**config.mk**
```make
export PLATFORM = sky130hd
export DESIGN_NAME = serial_word_loader_flat
export DESIGN_NICKNAME = d
export VERILOG_FILES = /design/src/rtl/serial_word_loader_pkg.sv /design/src/rtl/serial_word_loader_if.sv /design/src/rtl/serial_word_loader_sipo_shift_reg.sv /design/src/rtl/serial_word_loader.sv /design/src/flat_wrapper.sv
export SDC_FILE = /design/constraint.sdc
export NUM_CORES = 1
export LEC_CHECK = 0
export BUFFER_PORTS_ARGS = -buffer_cell sky130_fd_sc_hd__buf_4
export CAP_MARGIN = 20
export CORE_ASPECT_RATIO = 1.1
export CORE_MARGIN = 4
export CORE_UTILIZATION = 30
export DETAILED_ROUTE_END_ITERATION = 16
export MAX_ROUTING_LAYER = met4
export PLACE_DENSITY = 0.51
export SETUP_SLACK_MARGIN = 0.3
export SYNTH_ARGS = -nofsm -noshare
export SYNTH_HDL_FRONTEND = slang
export SYNTH_HIERARCHICAL = 1
export SYNTH_SLANG_ARGS = --single-unit
```
**constraint.sdc**
```tcl
create_clock -name clk -period 1.3 [get_ports clk]
set_input_delay 0.13 -clock clk [delete_from_list [all_inputs] [get_ports clk]]
set_output_delay 0.13 -clock clk [all_outputs]
set_load 0.03 [all_outputs]
```
**src/rtl/serial_word_loader_pkg.sv**
```systemverilog
// ============================================================================
// Module      : serial_word_loader_pkg
// Description : Shared constants and helpers for the serial/parallel word
//               converters (bit order selectors, counter width function).
// Revision    : 1.0 - initial release
// ============================================================================
`default_nettype none

package serial_word_loader_pkg;

    localparam int c_MSB_FIRST = 1;
    localparam int c_LSB_FIRST = 0;

    // Counter width able to hold 0..n-1; never narrower than one bit.
    function automatic int cnt_width(input int n);
        if (n < 2) return 1;
        return $clog2(n);
    endfunction

endpackage

`default_nettype wire

```
**src/rtl/serial_word_loader_if.sv**
```systemverilog
// ============================================================================
// Module      : serial_word_loader_if
// Description : Serial input / parallel word output bundle of the loader.
// Revision    : 1.0 - initial release
// ============================================================================
`default_nettype none

interface serial_word_loader_if #(
    parameter int N = 4
);
    import serial_word_loader_pkg::*;

    localparam int CW = cnt_width(N);

    logic          sin;
    logic          sin_valid;
    logic          abort;
    logic [N-1:0]  P;
    logic          load;
    logic          busy;
    logic [CW-1:0] bit_cnt;

    modport master (
        output sin, sin_valid, abort,
        input  P, load, busy, bit_cnt
    );

    modport slave (
        input  sin, sin_valid, abort,
        output P, load, busy, bit_cnt
    );

endinterface

`default_nettype wire

```
**src/rtl/serial_word_loader_sipo_shift_reg.sv**
```systemverilog
// ============================================================================
// Module      : sipo_shift_reg
// Description : Serial-in parallel-out shift register with clear and enable.
// Revision    : 1.0 - initial release
// ============================================================================
`default_nettype none

module sipo_shift_reg
    import serial_word_loader_pkg::*;
#(
    parameter int N         = 4,
    parameter int MSB_FIRST = c_MSB_FIRST
) (
    input  wire logic         clk,
    input  wire logic         reset,
    input  wire logic         clr,
    input  wire logic         shift_en,
    input  wire logic         sin,
    output logic [N-1:0]      q
);

    logic [N-1:0] sh_d;
    logic [N-1:0] sh_q;
    logic [N-1:0] w_shifted;

    generate
        if (MSB_FIRST != 0) begin : g_msb_first
            assign w_shifted = {sh_q[N-2:0], sin};
        end else begin : g_lsb_first
            assign w_shifted = {sin, sh_q[N-1:1]};
        end
    endgenerate

    always_comb begin
        sh_d = sh_q;
        if (clr) begin
            sh_d = '0;
        end else if (shift_en) begin
            sh_d = w_shifted;
        end
    end

    always_ff @(posedge clk) begin
        if (reset) begin
            sh_q <= '0;
        end else begin
            sh_q <= sh_d;
        end
    end

    assign q = sh_q;

endmodule

`default_nettype wire

```
**src/rtl/serial_word_loader.sv**
```systemverilog
// ============================================================================
// Module      : serial_word_loader
// Description : Deserialises a qualified bit stream into N-bit words and
//               pulses load for one clock with each completed word on P.
// Revision    : 1.0 - initial release
// ============================================================================
`default_nettype none

module serial_word_loader
    import serial_word_loader_pkg::*;
#(
    parameter int N         = 4,
    parameter int MSB_FIRST = c_MSB_FIRST
) (
    input  wire logic             clk,
    input  wire logic             reset,
    serial_word_loader_if.slave   bus
);

    localparam int            CW     = cnt_width(N);
    localparam logic [CW-1:0] c_LAST = CW'(N - 1);

    logic [N-1:0]  sh;
    logic [N-1:0]  w_shifted;
    logic          w_accept;

    logic [CW-1:0] bit_cnt_d, bit_cnt_q;
    logic [N-1:0]  p_d, p_q;
    logic          load_d, load_q;
    logic          busy_d, busy_q;

    assign w_accept = bus.sin_valid & ~bus.abort;

    sipo_shift_reg #(
        .N         (N),
        .MSB_FIRST (MSB_FIRST)
    ) u_sipo (
        .clk      (clk),
        .reset    (reset),
        .clr      (bus.abort),
        .shift_en (w_accept),
        .sin      (bus.sin),
        .q        (sh)
    );

    // P must capture the word including the bit arriving on this edge.
    generate
        if (MSB_FIRST != 0) begin : g_msb_first
            assign w_shifted = {sh[N-2:0], bus.sin};
        end else begin : g_lsb_first
            assign w_shifted = {bus.sin, sh[N-1:1]};
        end
    endgenerate

    always_comb begin
        bit_cnt_d = bit_cnt_q;
        p_d       = p_q;
        load_d    = 1'b0;
        if (bus.abort) begin
            bit_cnt_d = '0;
        end else if (bus.sin_valid) begin
            if (bit_cnt_q == c_LAST) begin
                bit_cnt_d = '0;
                p_d       = w_shifted;
                load_d    = 1'b1;
            end else begin
                bit_cnt_d = bit_cnt_q + CW'(1);
            end
        end
        busy_d = (bit_cnt_d != '0);
    end

    always_ff @(posedge clk) begin
        if (reset) begin
            bit_cnt_q <= '0;
            p_q       <= '0;
            load_q    <= 1'b0;
            busy_q    <= 1'b0;
        end else begin
            bit_cnt_q <= bit_cnt_d;
            p_q       <= p_d;
            load_q    <= load_d;
            busy_q    <= busy_d;
        end
    end

    assign bus.P       = p_q;
    assign bus.load    = load_q;
    assign bus.busy    = busy_q;
    assign bus.bit_cnt = bit_cnt_q;

endmodule

`default_nettype wire

```
**src/flat_wrapper.sv**
```systemverilog
// flat-port wrapper written by rule: the top's interface ports become plain ports
module serial_word_loader_flat import serial_word_loader_pkg::*;
#(
    parameter int N         = 4,
    parameter int MSB_FIRST = c_MSB_FIRST
)
  (clk, reset, bus_sin, bus_sin_valid, bus_abort, bus_P, bus_load, bus_busy, bus_bit_cnt);
  serial_word_loader_if #(.N(N)) bus_i ();
  input  wire logic clk;
  input  wire logic reset;
  input wire logic [$bits(bus_i.sin)-1:0] bus_sin;
  input wire logic [$bits(bus_i.sin_valid)-1:0] bus_sin_valid;
  input wire logic [$bits(bus_i.abort)-1:0] bus_abort;
  output wire logic [$bits(bus_i.P)-1:0] bus_P;
  output wire logic [$bits(bus_i.load)-1:0] bus_load;
  output wire logic [$bits(bus_i.busy)-1:0] bus_busy;
  output wire logic [$bits(bus_i.bit_cnt)-1:0] bus_bit_cnt;
  assign bus_i.sin = bus_sin;
  assign bus_i.sin_valid = bus_sin_valid;
  assign bus_i.abort = bus_abort;
  assign bus_P = bus_i.P;
  assign bus_load = bus_i.load;
  assign bus_busy = bus_i.busy;
  assign bus_bit_cnt = bus_i.bit_cnt;
  serial_word_loader #(.N(N), .MSB_FIRST(MSB_FIRST)) u_core (.clk(clk), .reset(reset), .bus(bus_i));
endmodule
```
==> results.cfg, run 1 <==
[setup_path]
path_class = reg -> reg
path_delay_family = simple AND/OR/NAND/NOR gates
critical_path.max_stage_delay_ns = 0.36
ff2ff_path_depth = 3
r2r_slack_ns = 0.22
r2r_start = u_core/bus.bit_cnt[0]
rr_endpoint = u_core/bus.busy
worst-path-buf-inv = 0
crit_slowest_cell = dfxtp_4
path_max_fanout = 3
critical_path.cell_chain = ha_4, and3b_1, nor4_1
cp-end-kind = flip-flop
worst_ep_arrival_time_ns = 1.25
startpoint_type = flip-flop
cp.required_ns = 1.48

[sta]
hold_violations = 0
drv_slew = 0
rsz0062_at_grt = true
setup_ws_ns = 0.221
fin_skew_ns = 0.00285
fin_hold_ws_ns = 0.0734
slew_headroom = 0.861
tightest_slew_ns = 0.207
fin_crit_sh = 0.830
fin_setup_tns_ns = 0
min_period_ns = 1.08
setup_violations = 0
fmax_mhz = 926

[clock_network]
clock_latency_ns = 0.26
cts_tree = built
clock-sinks = 11
clock_path_buffers = 2
cts_buffers = 3
htreeDepth = 1
clkTransAtPathRegs_ns = 0.07
clock-root-buffer = clkbuf_4

[min_path]
worstHoldPathCells = 2
hp-start = bus_abort
hold_class = in -> reg
holdPathEnd = u_core/bus.bit_cnt[0]

[yosys]
ys_warn_count = 6
syn_nets = 49
syn_area_um2 = 480
postSynthCellCount = 43
syn_area_per_cell_um2 = 11.2

[floorplan]
boundaryPins = 13
start_util = 0.334
core-area_um2 = 1440
rows = 14
die_w_um = 46.2
die_y_um = 50.0
die-area_um2 = 2310

[power_and_ir_drop]
powerDensity_nw_per_um2 = 994
leakagePower_nw = 0.262
vdd_drop_max_mv = 0.549

[global_route]
grt_overflow = 0
grt_antenna_before_repair = 0
grt_pass1_wl_um = 1440
grt_pass1_vias = 336
grt_usage = 0.0920
grt_max_degree = 16

[place]
globalplace.congestion = 0.706
place_area_um2 = 587
place_ws_ns = 0.202
io_buffers = 12

[drt]
wl_um = 908
num_vias = 330
firstDrtPassIters = 3
drt_iter0_drc = 9
routedWlPerCell_um = 12.1
postRouteAntennaNets = 0
viasPerCell = 4.40
drcViolationCount = 0

[finish]
nets = 66
drive_gt1_frac = 0.492
final_cell_area_um2 = 641
area_growth_pct = 33.3
antenna_cells = 0

[flow_run]
maxCapViolCount = 0

[outcome]
status = finished, final reports clean
## final cells by class
cell class / count / area, um^2
multi-input cells: 29 / 250
clock buffers: 4 / 26.3
repair buffers: 15 / 116
fillers: 161 / 796
well taps: 16 / 20.0
flip-flops and latches: 11 / 228
## timing repair
| item | 4_1_cts | 5_1_grt |
|---|---|---|
| cloned | 0 | 0 |
| setup buffers | 3 | 0 |
| resized for setup | 1 | 1 |
| hold buffers | 0 | 0 |
| pin swaps | 0 | 0 |
| setup endpoints to repair | 6 | 8 |
## registers in the layout (all words and copies together) (netlist names)
signal / count
u_core/bus.P: 4
u_core/u_sipo/q: 3
u_core/bus.bit_cnt: 2
u_core/bus.busy: 1
u_core/bus.load: 1
## stage by stage
| step | std cells | power, mW | utilization |
|---|---|---|---|
| floorplan | 43 | 0.386 | - |
| global placement | 68 | 0.407 | 0.409 |
| detailed placement | 68 | 0.409 | 0.409 |
| CTS | 75 | 0.644 | 0.443 |
| global route | 75 | 0.665 | 0.446 |
| finish | 75 | 0.637 | 0.446 |
## where the power goes
group / internal (mW) / switching [mW]
clock network: 0.119 / 0.110
logic: 0.0337 / 0.0317
registers: 0.339 / 0.00385
## per-layer routing
layer  share of wire  up-vias  track usage
li1                -      177            -
met2            0.51        9        0.147
met1            0.41      144       0.0915
met5               0        -            -
met4               0        0       0.0142
met3           0.077        0       0.0655
## worst max-delay path by stage
| stage | from | end | slack, ns | cells after the start |
|---|---|---|---|---|
| global route | u_core/bus.bit_cnt[1] | u_core/bus.busy | 0.20 | 3 |
| CTS | u_core/bus.bit_cnt[1] | u_core/bus.busy | 0.23 | 3 |
| finish | u_core/bus.bit_cnt[0] | u_core/bus.busy | 0.22 | 3 |
| detailed placement | u_core/bus.bit_cnt[0] | u_core/bus.P[3] | 0.20 | 3 |
| floorplan | u_core/bus.bit_cnt[0] | u_core/bus.load | 0.20 | 4 |
| global placement | u_core/bus.bit_cnt[0] | u_core/bus.load | 0.24 | 3 |
## cell usage in the layout, fill, tap and decap left out, drive strengths merged
master,count
and2b,2
and3b,2
buf,15
clkbuf,4
dfxtp,11
ha,1
mux2i,8
nand2b,3
nor3,6
nor4,1
or2b,5
xnor2,1
Note: power is estimated with default switching activity, not from simulation.
==> inputs of run 2 (changes only) <==
--- a/config.mk
+++ b/config.mk
@@ -5,6 +5,7 @@
 export SDC_FILE = /design/constraint.sdc
 export NUM_CORES = 1
 export LEC_CHECK = 0
+export ABC_AREA = 1
 export BUFFER_PORTS_ARGS = -buffer_cell sky130_fd_sc_hd__buf_4
 export CAP_MARGIN = 20
 export CORE_ASPECT_RATIO = 1.1
==> constraint.sdc (replaced) <==
create_clock -name clk -period 1 [get_ports clk]
set_input_delay 0.1 -clock clk [delete_from_list [all_inputs] [get_ports clk]]
set_output_delay 0.1 -clock clk [all_outputs]
set_load 0.03 [all_outputs]
==> results.cfg, run 2 <==
[setup_path]
path_class = reg -> reg
rr_endpoint = u_core/bus.P[3]
path_delay_family = flip-flops
ff2ff_path_depth = 4
r2r_slack_ns = 0.09
critical_path.cell_chain = ha_4, nand3_4, nor2_1, nor2_1
cp-end-kind = flip-flop
crit_cells = 4
setup.worst_path.end = u_core/bus.P[3]
critical_path.max_stage_delay_ns = 0.37
cp.required_ns = 1.16
r2r_start = u_core/bus.bit_cnt[0]
worst-path-buf-inv = 0
crit_slowest_cell = dfxtp_4
worstSetupStartpoint = u_core/bus.bit_cnt[0]
crit_path_frequent_cell = nor2_1
path_max_fanout = 5
worst_ep_arrival_time_ns = 1.07
startpoint_type = flip-flop

[finish]
largest_reg_flops = 4
area_growth_pct = 53.6
layout_commonest_cell = nor2_1
antenna_cells = 0
drive_gt1_frac = 0.447
nets = 92
nFillCells = 150
final_cell_mix = 18 x nor2_1, 14 x nand2_1, 10 x inv_1

[drt]
num_vias = 419
postRouteAntennaNets = 0
drcViolationCount = 0
firstDrtPassIters = 3
routedWlPerCell_um = 9.74
wl_um = 984
drt_iter0_drc = 5
viasPerCell = 4.15

[sta]
fmax_mhz = 1100
fin_crit_sh = 0.908
setup_violations = 0
drv_slew = 0
rsz0062_at_grt = true
fin_skew_ns = 0.00296
fin_setup_tns_ns = 0
tightest_slew_ns = 0.233
slew_headroom = 0.843
fin_hold_ws_ns = 0.0310
min_period_ns = 0.908
hold_violations = 0

[floorplan]
rows = 14
core-area_um2 = 1420
boundaryPins = 13
die-area_um2 = 2240
start_util = 0.327
die_y_um = 49.3
die_w_um = 45.5

[power_and_ir_drop]
powerDensity_nw_per_um2 = 1230
finalPower_mw = 0.876
vdd_drop_max_mv = 0.801
leakagePower_nw = 0.346

[clock_network]
clkTransAtPathRegs_ns = 0.07
clock-sinks = 11
htreeDepth = 1
clock_latency_ns = 0.26
cts_tree = built
clock_path_buffers = 2
clock-root-buffer = clkbuf_4
cts_buffers = 3

[yosys]
syn_area_um2 = 464
postSynthCellCount = 65
syn_area_per_cell_um2 = 7.14
syn_nets = 71
ys_warn_count = 6

[place]
io_buffers = 12
post-dp-hpwl_um = 720
globalplace.congestion = 0.665

[min_path]
hold_class = in -> reg

[global_route]
grt_usage = 0.110
grt_pass1_vias = 384
grt_overflow = 0
grt_antenna_before_repair = 0
grt_max_degree = 7
grt_pass1_wl_um = 1750

[outcome]
status = finished, final reports clean

[flow_run]
maxCapViolCount = 0
[run 2: how the worst min path moves through the flow]
| stage | start | endpoint | slack, ns | depth (start not counted) |
|---|---|---|---|---|
| 2_1_floorplan | reset | u_core/bus.load | 0.17 | 1 |
| 3_3_place_gp | reset | u_core/bus.load | 0.33 | 2 |
| 3_5_place_dp | reset | u_core/bus.load | 0.32 | 2 |
| 4_1_cts | reset | u_core/bus.load | 0.02 | 2 |
| 5_1_grt | reset | u_core/bus.load | 0.03 | 2 |
| 6_report | reset | u_core/bus.load | 0.03 | 2 |
[run 2: layout make-up]
cell class,count,area (um^2),area share
clock buffer,4,26.3,0.0368
inverter,12,45.0,0.0632
multi-input combinational,42,235,0.330
sequential,11,236,0.332
tap,16,20.0,0.0281
timing repair buffer,16,150,0.211
[run 2: power breakdown]
group | internal (mW) | total, mW | switching [mW] | leakage, nW
clock | 0.154 | 0.303 | 0.149 | 0.0150
sequential | 0.447 | 0.457 | 0.00965 | 0.0941
combinational | 0.0516 | 0.117 | 0.0651 | 0.237
total | 0.653 | 0.876 | 0.224 | 0.346
[run 2: layer usage]
metal  routed length (um)  GRT usage  vias to the layer above
li1                     -          -                      232
met1                  460      0.137                      177
met2                  465      0.156                        8
met3                   49     0.0443                        2
met4                    9     0.0439                        0
met5                    0          -                        -
[run 2: timing repair]
action | in CTS | in global routing
setup endpoints to repair | 15 | 18
hold buffers | 0 | 0
hold endpoints to repair | 0 | 0
buffers inserted | 1 | 2
gates cloned | 1 | 0
gates resized for setup | 13 | 8
pin swaps | 3 | 1
[run 2: stage by stage]
| step | util | instance area [um^2] | worst slack [ns] | instances |
|---|---|---|---|---|
| after floorplan | - | 492 | 0.103 | 65 |
| after global placement | 0.422 | 598 | 0.135 | 93 |
| after detailed placement | 0.422 | 598 | 0.117 | 93 |
| after CTS | 0.482 | 684 | 0.105 | 99 |
| after global routing | 0.503 | 713 | 0.0246 | 101 |
| final | 0.503 | 713 | 0.0920 | 101 |
[run 2: worst reg2reg max path: stages, from the launching register on]
cell     delay [ns]
dfxtp_4        0.37
ha_4           0.16
nand3_4        0.10
nor2_1         0.12
nor2_1         0.05
